**src/rtl/softmax_feeder_if.sv**
```systemverilog
// Buffer read port plus softmax input stream seen by softmax_feeder.
// Member names follow the feeder's point of view: o_* are driven by the feeder.
interface softmax_feeder_if #(
    parameter int unsigned DATA_W = 640,
    parameter int unsigned ADDR_W = 10
);
    logic              o_rd_en;
    logic [ADDR_W-1:0] o_rd_addr;
    logic [DATA_W-1:0] i_rd_data;
    logic              o_start;
    logic [DATA_W-1:0] o_data;
    logic              i_denom_valid;

    modport master (
        output o_rd_en, o_rd_addr, o_start, o_data,
        input  i_rd_data, i_denom_valid
    );

    modport slave (
        input  o_rd_en, o_rd_addr, o_start, o_data,
        output i_rd_data, i_denom_valid
    );
endinterface

```
**src/rtl/softmax_feeder.sv**
```systemverilog
// Streams BEATS-beat blocks from the score buffer into softmax, one block per
// denominator handshake, with a fixed idle gap ahead of every start pulse.
module softmax_feeder #(
    parameter int unsigned DATA_W = 640,
    parameter int unsigned BEATS  = 16,
    parameter int unsigned GAP    = 32,
    parameter int unsigned ADDR_W = 10
) (
    input  logic              i_clk,
    input  logic              i_rst_n,
    input  logic              i_go,
    input  logic [ADDR_W-1:0] i_base_addr,
    input  logic [7:0]        i_num_blk,
    output logic              o_busy,
    output logic              o_done,
    softmax_feeder_if.master  bus
);
    localparam int unsigned J_W    = (BEATS > 1) ? $clog2(BEATS) : 1;
    localparam int unsigned BLK_SH = $clog2(BEATS);
    localparam int unsigned GAP_CW = (GAP > 1) ? $clog2(GAP) : 1;

    typedef enum logic [2:0] {
        S_IDLE, S_GAP, S_READ0, S_START, S_SEND, S_WAIT_DEN, S_DONE
    } state_t;

    state_t            r_state;
    logic [ADDR_W-1:0] r_base;
    logic [7:0]        r_num;
    logic [7:0]        r_k;
    logic [J_W-1:0]    r_j;
    logic [GAP_CW-1:0] r_gap;
    logic              r_den_seen;
    logic              r_rd_d;
    logic [ADDR_W-1:0] w_blk_addr;

    assign w_blk_addr = r_base + (ADDR_W'(r_k) << BLK_SH);

    // Buffer has one cycle of read latency; o_data carries only returned beats.
    always_ff @(posedge i_clk or negedge i_rst_n) begin
        if (!i_rst_n) begin
            r_rd_d     <= 1'b0;
            bus.o_data <= '0;
        end else begin
            r_rd_d     <= bus.o_rd_en;
            bus.o_data <= r_rd_d ? bus.i_rd_data : '0;
        end
    end

    // Control FSM; strobes are decoded on the transition so they are registered.
    always_ff @(posedge i_clk or negedge i_rst_n) begin
        if (!i_rst_n) begin
            r_state       <= S_IDLE;
            r_base        <= '0;
            r_num         <= '0;
            r_k           <= '0;
            r_j           <= '0;
            r_gap         <= '0;
            r_den_seen    <= 1'b0;
            o_busy        <= 1'b0;
            o_done        <= 1'b0;
            bus.o_rd_en   <= 1'b0;
            bus.o_rd_addr <= '0;
            bus.o_start   <= 1'b0;
        end else begin
            o_done      <= 1'b0;
            bus.o_rd_en <= 1'b0;
            bus.o_start <= 1'b0;
            case (r_state)
                S_IDLE: begin
                    if (i_go) begin
                        o_busy <= 1'b1;
                        if (i_num_blk != 8'd0) begin
                            r_base  <= i_base_addr;
                            r_num   <= i_num_blk;
                            r_k     <= '0;
                            r_gap   <= GAP_CW'(GAP - 1);
                            r_state <= S_GAP;
                        end else begin
                            o_done  <= 1'b1;
                            r_state <= S_DONE;
                        end
                    end
                end
                S_GAP: begin
                    if (r_gap == '0) begin
                        bus.o_rd_en   <= 1'b1;
                        bus.o_rd_addr <= w_blk_addr;
                        r_state       <= S_READ0;
                    end else begin
                        r_gap <= r_gap - GAP_CW'(1);
                    end
                end
                S_READ0: begin
                    bus.o_start   <= 1'b1;
                    bus.o_rd_en   <= 1'b1;
                    bus.o_rd_addr <= w_blk_addr + ADDR_W'(1);
                    r_state       <= S_START;
                end
                S_START: begin
                    r_den_seen    <= bus.i_denom_valid;
                    bus.o_rd_en   <= 1'b1;
                    bus.o_rd_addr <= w_blk_addr + ADDR_W'(2);
                    r_j           <= '0;
                    r_state       <= S_SEND;
                end
                S_SEND: begin
                    if (bus.i_denom_valid) r_den_seen <= 1'b1;
                    // Last two beats are already in flight; stop issuing reads.
                    if (r_j <= J_W'(BEATS - 4)) begin
                        bus.o_rd_en   <= 1'b1;
                        bus.o_rd_addr <= w_blk_addr + ADDR_W'(r_j) + ADDR_W'(3);
                    end
                    if (r_j == J_W'(BEATS - 1)) begin
                        r_state <= S_WAIT_DEN;
                    end else begin
                        r_j <= r_j + J_W'(1);
                    end
                end
                S_WAIT_DEN: begin
                    if (r_den_seen || bus.i_denom_valid) begin
                        if (r_k + 8'd1 < r_num) begin
                            r_k     <= r_k + 8'd1;
                            r_gap   <= GAP_CW'(GAP - 1);
                            r_state <= S_GAP;
                        end else begin
                            o_done  <= 1'b1;
                            r_state <= S_DONE;
                        end
                    end
                end
                S_DONE: begin
                    o_busy  <= 1'b0;
                    r_state <= S_IDLE;
                end
                default: r_state <= S_IDLE;
            endcase
        end
    end
endmodule

```
**src/flat_wrapper.sv**
```systemverilog
// flat-port wrapper written by rule: the top's interface ports become plain ports
module softmax_feeder_flat 
#(
    parameter int unsigned DATA_W = 640,
    parameter int unsigned BEATS  = 16,
    parameter int unsigned GAP    = 32,
    parameter int unsigned ADDR_W = 10
)
  (i_clk, i_rst_n, i_go, i_base_addr, i_num_blk, o_busy, o_done, bus_o_rd_en, bus_o_rd_addr, bus_o_start, bus_o_data, bus_i_rd_data, bus_i_denom_valid);
  softmax_feeder_if #(.DATA_W(DATA_W), .ADDR_W(ADDR_W)) bus_i ();
  input  logic i_clk;
  input  logic i_rst_n;
  input  logic i_go;
  input  logic [ADDR_W-1:0] i_base_addr;
  input  logic [7:0] i_num_blk;
  output logic o_busy;
  output logic o_done;
  output wire logic [$bits(bus_i.o_rd_en)-1:0] bus_o_rd_en;
  output wire logic [$bits(bus_i.o_rd_addr)-1:0] bus_o_rd_addr;
  output wire logic [$bits(bus_i.o_start)-1:0] bus_o_start;
  output wire logic [$bits(bus_i.o_data)-1:0] bus_o_data;
  input wire logic [$bits(bus_i.i_rd_data)-1:0] bus_i_rd_data;
  input wire logic [$bits(bus_i.i_denom_valid)-1:0] bus_i_denom_valid;
  assign bus_o_rd_en = bus_i.o_rd_en;
  assign bus_o_rd_addr = bus_i.o_rd_addr;
  assign bus_o_start = bus_i.o_start;
  assign bus_o_data = bus_i.o_data;
  assign bus_i.i_rd_data = bus_i_rd_data;
  assign bus_i.i_denom_valid = bus_i_denom_valid;
  softmax_feeder #(.DATA_W(DATA_W), .BEATS(BEATS), .GAP(GAP), .ADDR_W(ADDR_W)) u_core (.i_clk(i_clk), .i_rst_n(i_rst_n), .i_go(i_go), .i_base_addr(i_base_addr), .i_num_blk(i_num_blk), .o_busy(o_busy), .o_done(o_done), .bus(bus_i));
endmodule
```
**config.mk**
```make
export PLATFORM = sky130hd
export DESIGN_NAME = softmax_feeder_flat
export DESIGN_NICKNAME = d
export VERILOG_FILES = /design/src/rtl/softmax_feeder_if.sv /design/src/rtl/softmax_feeder.sv /design/src/flat_wrapper.sv
export SDC_FILE = /design/constraint.sdc
export NUM_CORES = 1
export LEC_CHECK = 0
export BUFFER_PORTS_ARGS = -buffer_cell sky130_fd_sc_hd__buf_2
export CAP_MARGIN = 20
export CORE_AREA = 2 2 506 508
export CTS_BUF_LIST = sky130_fd_sc_hd__clkbuf_2 sky130_fd_sc_hd__clkbuf_4 sky130_fd_sc_hd__clkbuf_8
export DETAILED_ROUTE_END_ITERATION = 7
export DIE_AREA = 0 0 508 510
export HOLD_SLACK_MARGIN = 0.12
export PLACE_DENSITY = 0.3
export SYNTH_ARGS = -nofsm -noshare
export SYNTH_HDL_FRONTEND = slang
export SYNTH_SLANG_ARGS = --single-unit
```
**constraint.sdc**
```tcl
create_clock -name i_clk -period 6.1 [get_ports i_clk]
set_clock_uncertainty 0.15 [all_clocks]
set_input_delay 0.61 -clock i_clk [delete_from_list [all_inputs] [get_ports i_clk]]
set_output_delay 0.61 -clock i_clk [all_outputs]
set_load 0.1 [all_outputs]
```
* Word-level counts from Yosys, hierarchy flattened
Cells that the tools add are included.
** Word-level totals
- Register bits :: 694
- Input bits :: 662
- Output and inout port bits :: 654
** Cells by class
- Add/sub/neg operators :: 8
- $lt $le $gt $ge :: 2
- Eq/ne operators :: 17
- Mux-type cells :: 37
- Reductions and logical operators :: 18
** Operator list (count)
- $mux W640 :: 1
- $pmux W10 S4 :: 1
- $mux W8 :: 4
- $mux W5 :: 5
- $add A10 B2 Y10 const B :: 2
- $mux W10 :: 2
- $mux W3 :: 6
- $pmux W3 S6 :: 1
- $pmux W8 S2 :: 1
- $pmux W5 S3 :: 1
- $ne A2 B1 Y1 const B :: 6
- $add A10 B1 Y10 const B :: 1
- $add A10 B10 Y10 :: 1
- $add A10 B4 Y10 :: 1
- $eq A3 B3 Y1 const B :: 3
- $mux W1 :: 9
- $add A8 B1 Y8 const B :: 1
- $lt A8 B8 Y1 :: 1
- $ne A2 B2 Y1 const B :: 4
- $pmux W4 S2 :: 1
- $reduce_bool A8 Y1 :: 1
- $eq A3 B2 Y1 const B :: 2
- $pmux W1 S2 :: 3
- $reduce_and A2 Y1 :: 3
- other kinds (18) :: 21

* Logic depth before layout (Yosys ltp)
Gate-level depths: netlist of run 1.
- Word-level depth :: 5
- Mapped depth :: 12
- Gate-level depth less buffers :: 12

* Worst setup path after synthesis of run 1
OpenSTA, ideal clock, no wires.
- Path kind :: reg2reg
- Start :: register u_core.r_base[1]
- End :: register u_core.bus.o_rd_addr[9]
- Arrival :: 2.632 ns
- Slack :: 3.198 ns
- Stages on the path, launching flop included :: 13
- Buffers on the path :: 0
- Clock period less this slack :: 2.902 ns
- Path through :: dfrtp_1 > inv_1 > ha_1 > inv_1 > ha_1 > inv_1 > fa_1 > nand2b_1 > a211oi_2 > a41oi_1 > o31a_1 > or3_1 > a31o_1
** Between the ends
- Longest elaborated chain between the ends :: 5
** RTL lines
- start: declaration :: RTL line softmax_feeder.sv:27 : logic [ADDR_W-1:0] r_base;
- start signal: assignment :: RTL line softmax_feeder.sv:73 : r_base <= i_base_addr;
- $add A10 B10 Y10 (*) :: RTL line softmax_feeder.sv:36 : assign w_blk_addr = r_base + (ADDR_W'(r_k) << BLK_SH);
- $add A10 B4 Y10 :: RTL line softmax_feeder.sv:111 : bus.o_rd_addr <= w_blk_addr + ADDR_W'(r_j) + ADDR_W'(3);
- $add A10 B2 Y10 :: RTL line softmax_feeder.sv:111
- $mux W10 :: RTL line softmax_feeder.sv:109 : if (r_j <= J_W'(BEATS - 4)) begin
- $pmux W10 S4 (*) :: RTL line softmax_feeder.sv:68 : case (r_state)
- end signal: assignment :: RTL line softmax_feeder.sv:87 : bus.o_rd_addr <= w_blk_addr;
- end signal: assignment :: RTL line softmax_feeder.sv:102 : bus.o_rd_addr <= w_blk_addr + ADDR_W'(2);
- end signal: assignment :: RTL line softmax_feeder.sv:111
- end: declaration :: RTL line softmax_feeder_if.sv:15 : output o_rd_en, o_rd_addr, o_start, o_data,
Every way passes the cells marked *; elsewhere a longest branch is shown, timed or not. The select of a mux whose other input is x is not followed.
A chain may end at the register's enable or synchronous reset.

* Final worst setup path of run 1
Ends and elaborated chain as after synthesis.

==> results of run 1 <==
## synthesized netlist by cell type (4+ instances only)
master	n
dfrtp_1	694
mux2i_1	4
and2_1	642
a22o_1	6
mux2_2	12
nor2_1	34
o21ai_0	26
a21oi_1	27
inv_1	25
a31oi_1	4
xor2_1	8
nand2_1	37
ha_1	26
buf_2	5
nor3_1	8
xnor2_1	5
o21a_1	4
nand3_1	6
nor2b_1	5
clkbuf_1	76
nand2b_1	5
## sequential cells by signal (all words and copies together), names as in the netlist
name	flops
u_core.o_done	1
u_core.r_state	3
u_core.bus.o_data	640
u_core.bus.o_rd_addr	10
u_core.bus.o_rd_en	1
u_core.r_gap	5
u_core.r_base	10
u_core.r_num	8
u_core.r_j	4
u_core.r_den_seen	1
u_core.r_k	8
u_core.o_busy	1
u_core.bus.o_start	1
u_core.r_rd_d	1
## per-stage QoR
| stage | area [sq um] | setup WS [ps] |
|---|---|---|
| 4_1_cts | 44290 | 2852 |
| 2_1_floorplan | 23600 | 3198 |
| 6_report | 44390 | 2852 |
| 3_3_place_gp | 34280 | 2869 |
| 5_1_grt | 44330 | 2607 |
| 3_5_place_dp | 34280 | 2875 |
## worst min-delay path, stage by stage
cell and delay [ps]:
dlygate4sd3_1 520, buf_2 90, and2_1 100
## cell type report
class | count | area [sq um]
tap | 3366 | 4212
timing repair buffer | 1991 | 13430
clock buffer | 234 | 2939
inverter | 26 | 97.59
fill | 28410 | 209100
antenna | 39 | 97.59
sequential | 694 | 17370
multi-input combinational | 907 | 5823
clock inverter | 34 | 415.4
## kinds of logic (layout without fill, tap and decap cells)
logic type | Yosys count | in the layout | share of synthesized area (%)
muxes | 16 | 16 | 0.7422
and+or+nand+nor | 754 | 754 | 19.27
DFF | 694 | 694 | 73.58
xor gates and xnor gates | 13 | 13 | 0.4824
buffers and inverters | 108 | 2285 | 1.744
adders and majority gates | 28 | 28 | 1.548
other | 0 | 39 | 0
AOI/OAI and AO/OA | 96 | 96 | 2.630
## worst max path at each step
stage | start | cells after the start | slack, ps | to
floorplan | u_core.r_base[1] | 12 | 3200 | u_core.bus.o_rd_addr[9]
global placement | u_core.r_k[0] | 10 | 2870 | u_core.r_k[3]
detailed placement | u_core.r_k[0] | 10 | 2870 | u_core.r_k[1]
CTS | u_core.r_base[1] | 12 | 2850 | u_core.bus.o_rd_addr[9]
global route | u_core.r_k[0] | 10 | 2610 | u_core.r_k[1]
finish | u_core.r_base[1] | 12 | 2850 | u_core.bus.o_rd_addr[9]
## power by group
group / internal, mW / leakage (nW) / switching, mW
Combinational: 1.96 / 11.5 / 9.95
Sequential: 5.65 / 9.25 / 0.520
Clock: 3.33 / 1.76 / 2.49
## timing repair
| item | 4_1_cts | 5_1_grt |
|---|---|---|
| hold endpoints to repair | 740 | 0 |
| hold buffers | 663 | 0 |
| gates resized for setup | 0 | 0 |
| setup buffers | 0 | 0 |
## per-layer routing
metal / GRT usage, % / wire, microns / vias to the layer above
met4: 3.134 / 5126 / 56
met5: 0 / 372 / -
met1: 15.13 / 69240 / 10620
met2: 23.70 / 88740 / 1190
li1: - / - / 9557
met3: 7.897 / 23290 / 408
==> flow_metrics.tcl, run 1 <==
set metrics [dict create \
    die_x_microns 508 \
    rr_startpoint "u_core.r_base[1]" \
    critPathArrivalTime_ps 3850 \
    syn_inst 1709 \
    synthFlopType "dfrtp_1" \
    reg2reg_slack_ps 2850 \
    path_clk_slew_ps 60 \
    clock.fmax_mhz 307.9 \
    cpMostUsedCell "inv_1" \
    place_congestion 0.8651 \
    irDropWorstVdd_uv 436.7 \
    drv_cap 0 \
    yosysWarnings 0 \
    fin_nets 4468 \
    port-buffer-count 1315 \
    avgSynthCellArea_sq_um 13.81 \
    setup_tns_ps 0 \
    area_growth_pct 88.06 \
    hold_path_end "u_core.bus.o_data[311]" \
    htree_num_levels 4 \
    p_leak_nw 22.51 \
    reg2reg_to "u_core.bus.o_rd_addr[9]" \
    critPathBufInv 3 \
    ys_ff_latch 694 \
    critPathLaunchType "flop" \
    cp_max_fo 7 \
    async_flop_share_pct 100.0 \
    crit_type "flop to flop" \
    min-delay-start "bus_i_rd_data[311]" \
    r2r_cells 12 \
    grt_overflow_total 0 \
    grt_max_degree 193 \
    power_density_mw_per_mm2 538.6 \
    rsz0062_at_grt "false" \
    mostFrequentLayoutCell "buf_2" \
    antenna_found_initial 151 \
    status "complete, no violations" \
    finalCritPeriodShare_pct 53.24 \
    worstPathCellList "inv_1 -> ha_1 -> inv_1 -> ha_1 -> inv_1 -> fa_1 -> nand2b_1 -> a211oi_2 -> a41oi_1 -> o31a_1 -> or3_1 -> a31o_1" \
    drt-initial-drc-count 918 \
    final_hold_viol_count 0 \
    synth.area.top_cells "dfrtp_1 (74%), and2_1 (17%), ha_1 (1.4%), clkbuf_1 (1.2%), nand2_1 (0.59%)" \
    setup_viol 0 \
    synth_area_sq_mm 0.02360 \
    hold_path_class "input pin to flop" \
    clock_latency_ps 870 \
    whs_path_depth 3 \
    path_delay_family "compound AO/OA/AOI/OAI gates" \
    fin_util_pct 17.51 \
    slew-limit-headroom_pct 35.70 \
    synth-edff-count 0 \
    fin_cells 7291 \
    worst_pin_slew_ps 964.5 \
    antenna_left 0 \
    num_vias 21830 \
    drc 0 \
    synthesis.nets 2399 \
    rows 185 \
    numCtsBuffers 158 \
    slowest_stage "dfrtp_1" \
    dp_hpwl_microns 155200 \
    die_h_microns 510 \
    crit_required_ps 6700 \
    vias_per_cell 2.994 \
    hold_ws_ps 303.5 \
    cts.sinks 694 \
    drtPass1Iterations 7 \
    synth_top_area_share_pct 73.58 \
    start_util_pct 9.312 \
    cp-end-kind "flop" \
    dpl.cell_count 6321 \
    cts_tree "yes" \
    power_mw 23.91 \
    grt_pass1_wl_microns 238500 \
    pin_count 1316 \
    cpPeakStageDelay_ps 450 \
    cts_root_buf "clkbuf_8" \
    seq_area_frac_synth_pct 73.58 \
    grt_use_total_pct 14.01 \
    ctsLongestPathBuffers 3 \
    drive_gt1_share_pct 41.71 \
    ys_types 55 \
    yosysTopAreaCell "dfrtp_1" \
    wl_per_cell_microns 25.62 \
    grt_pass1_vias 24240 \
    final_max_slew_viol_count 0 \
    min_period_ps 3248 \
    die_area_sq_mm 0.2591 \
    drt-total-wl_microns 186800 \
    layout_common_cells "buf_2 (1,314), dfrtp_1 (693), dlygate4sd3_1 (662), and2_1 (642), clkbuf_8 (189)" \
    core_sq_mm 0.2535 \
]
(Power assumes the default switching activity.)
==> inputs of run 2 (changes only) <==
ABC_AREA = 1   (was unset)
CORE_AREA = 2 2 519 521   (was 2 2 506 508)
DIE_AREA = 0 0 521 523   (was 0 0 508 510)
clock period = 3.1 ns   (was 6.1 ns; I/O delays follow)
==> flow_metrics.tcl, run 2 <==
set metrics [dict create \
    status "complete, no violations" \
    htree_num_levels 4 \
    place_area_sq_mm 0.03615 \
    regArea_sq_mm 0.01737 \
    min-delay-start "bus_i_rd_data[176]" \
    r2r_cells 15 \
    mostFrequentLayoutCell "buf_2" \
    power_mw 47.23 \
    synth.area.top_cells "dfrtp_1 (70%), nand2_1 (12%), inv_1 (11%), ha_1 (1.3%), clkbuf_1 (1.1%)" \
    rr_startpoint "u_core.r_k[0]" \
    grt_use_met3_pct 5.716 \
    grt_max_degree 98 \
    layout_common_cells "buf_2 (1,314), dlygate4sd3_1 (1,297), nand2_1 (774), inv_1 (712), dfrtp_1 (693)" \
    synthTopCellsByCount "nand2_1 (774), inv_1 (712), dfrtp_1 (694), clkbuf_1 (72), nor2_1 (44)" \
    worst_pin_slew_ps 729.4 \
    ys_types 40 \
    worstPathCellList "dlygate4sd3_1 -> buf_2 -> dlygate4sd3_1 -> inv_1 -> nand4_1 -> nor2_1 -> inv_1 -> nand2_1 -> o21ai_0 -> dlygate4sd3_1" \
    yosysMostFrequentCell "nand2_1" \
    cts_tree "yes" \
    place_congestion 0.8978 \
    wl_per_cell_microns 21.04 \
    async_flop_share_pct 100.0 \
    reg2reg_to "u_core.r_gap[1]" \
    setup_tns_ps 0 \
    grtUsageMet1_pct 16.65 \
    synth-edff-count 0 \
    drt-initial-drc-count 1055 \
    hold_path_class "input pin to flop" \
    reg_top3 "u_core.bus.o_data x640, u_core.bus.o_rd_addr x10, u_core.r_base x10" \
    syn_inst 2485 \
    die_area_sq_mm 0.2725 \
    fin_util_pct 19.73 \
    yosysWarnings 0 \
    start_util_pct 9.272 \
    slowest_stage "dlygate4sd3_1" \
    p_leak_nw 30.89 \
    numCtsBuffers 161 \
    hold_path_end "u_core.bus.o_data[176]" \
    avgSynthCellArea_sq_um 9.961 \
    fillers 29910 \
    synth_top_area_share_pct 70.16 \
    top_register "u_core.bus.o_data" \
    ctsLongestPathBuffers 4 \
    drive_gt1_share_pct 31.55 \
    clock_latency_ps 870 \
    cts_root_buf "clkbuf_8" \
    grt_use_total_pct 13.39 \
    pin_count 1316 \
    drc 0 \
    antenna_found_initial 58 \
    cpMostUsedCell "dlygate4sd3_1" \
    clock.fmax_mhz 347.8 \
    pre_cts_ws_ps 340.9 \
    synthFlopType "dfrtp_1" \
    area_growth_pct 112.8 \
    critPathArrivalTime_ps 3480 \
    num_vias 26760 \
    vias_per_cell 2.993 \
    cp-end-kind "flop" \
    ys_ff_latch 694 \
    critPathLaunchType "input pin" \
    die_h_microns 523 \
    dp_hpwl_microns 155800 \
    drtPass1Iterations 4 \
    setup_slack_ps 224.4 \
    finalCritPeriodShare_pct 92.76 \
    cts-hold-fix-buffers 1298 \
    synth_area_sq_mm 0.02475 \
    stdcell_area_sq_mm 0.05269 \
    grt_pass1_wl_microns 250500 \
    die_x_microns 521 \
    fin_cells 8941 \
    whs_path_depth 4 \
    core_sq_mm 0.2670 \
    synthesis.nets 3175 \
    antenna_left 0 \
    rsz0062_at_grt "false" \
    seq_area_frac_synth_pct 70.16 \
    cts.sinks 694 \
    cpPeakStageDelay_ps 590 \
    crit_type "input pin to flop" \
    cp_max_fo 15 \
    rows 190 \
    largest_reg_flops 640 \
    hold_ws_ps 228.3 \
    cts_setup_buffers 0 \
    drv_cap 0 \
    min_period_ps 2876 \
    multi_input_area_sq_mm 0.004383 \
    crit_required_ps 3710 \
    use_met2_pct 20.98 \
    drt-total-wl_microns 188100 \
    final_max_slew_viol_count 0 \
    fin_nets 5929 \
    grt_pass1_vias 29600 \
    cts_resized 0 \
    grt_overflow_total 0 \
    reg2reg_slack_ps 330 \
    yosysTopAreaCell "dfrtp_1" \
    power_density_mw_per_mm2 896.4 \
    busiest_layer "met2" \
    final_hold_viol_count 0 \
    port-buffer-count 1315 \
    slew-limit-headroom_pct 51.71 \
    path_clk_slew_ps 60 \
    dpl.cell_count 7330 \
    setup_viol 0 \
    irDropWorstVdd_uv 727.0 \
]
-- run 2: layout make-up --
type,count,share of cell area (%)
repair buffers,2669,38.45
flip-flops and latches,694,32.97
well taps,3552,8.435
multi-input cells,994,8.319
clock buffers,242,5.799
inverters,719,5.127
clock inverters,42,0.7576
diodes,29,0.1377
-- run 2: worst max-delay path by stage --
stage	startpoint	endpoint	slack, ps	cells after the start
after floorplan	u_core.r_k[4]	u_core.r_k[2]	750	14
after global placement	u_core.r_k[0]	u_core.r_gap[4]	340	15
after detailed placement	u_core.r_k[0]	u_core.r_gap[1]	340	15
after CTS	u_core.r_k[0]	u_core.r_gap[1]	300	15
after global routing	u_core.r_k[0]	u_core.r_gap[0]	90	15
final	i_num_blk[7]	u_core.r_num[1]	220	10
-- run 2: per-layer routing --
layer / share of wire [%] / up-vias
li1: - / 12520
met1: 43 / 12840
met2: 44 / 1142
met3: 10 / 254
met4: 2.9 / 6
met5: 0.018 / -
-- run 2: power breakdown --
group | switching, mW | total [mW] | leakage [nW] | internal (mW)
Combinational | 19.3 | 23.4 | 19.7 | 4.17
Clock | 5.05 | 11.8 | 1.83 | 6.74
Sequential | 1.05 | 12.0 | 9.31 | 11.0
Total | 25.4 | 47.2 | 30.9 | 21.9
-- run 2: cell families (layout without fill, tap and decap cells) --
family / Yosys count / count (layout) / share of synthesized area, %
compound gates: 61 / 61 / 1.395
xor+xnor: 5 / 5 / 0.1769
fa+ha+maj: 28 / 28 / 1.476
buf+inv: 797 / 3672 / 12.14
flops: 694 / 694 / 70.16
mux: 5 / 5 / 0.2881
other cells: 0 / 29 / 0
simple gates: 895 / 895 / 14.37
-- run 2: critical path: cells and delay by family --
| kind | cells | cell delay (ps) |
|---|---|---|
| AOI/OAI and AO/OA | 1 | 160 |
| and+or+nand+nor | 3 | 1010 |
| buffers and inverters | 6 | 2000 |
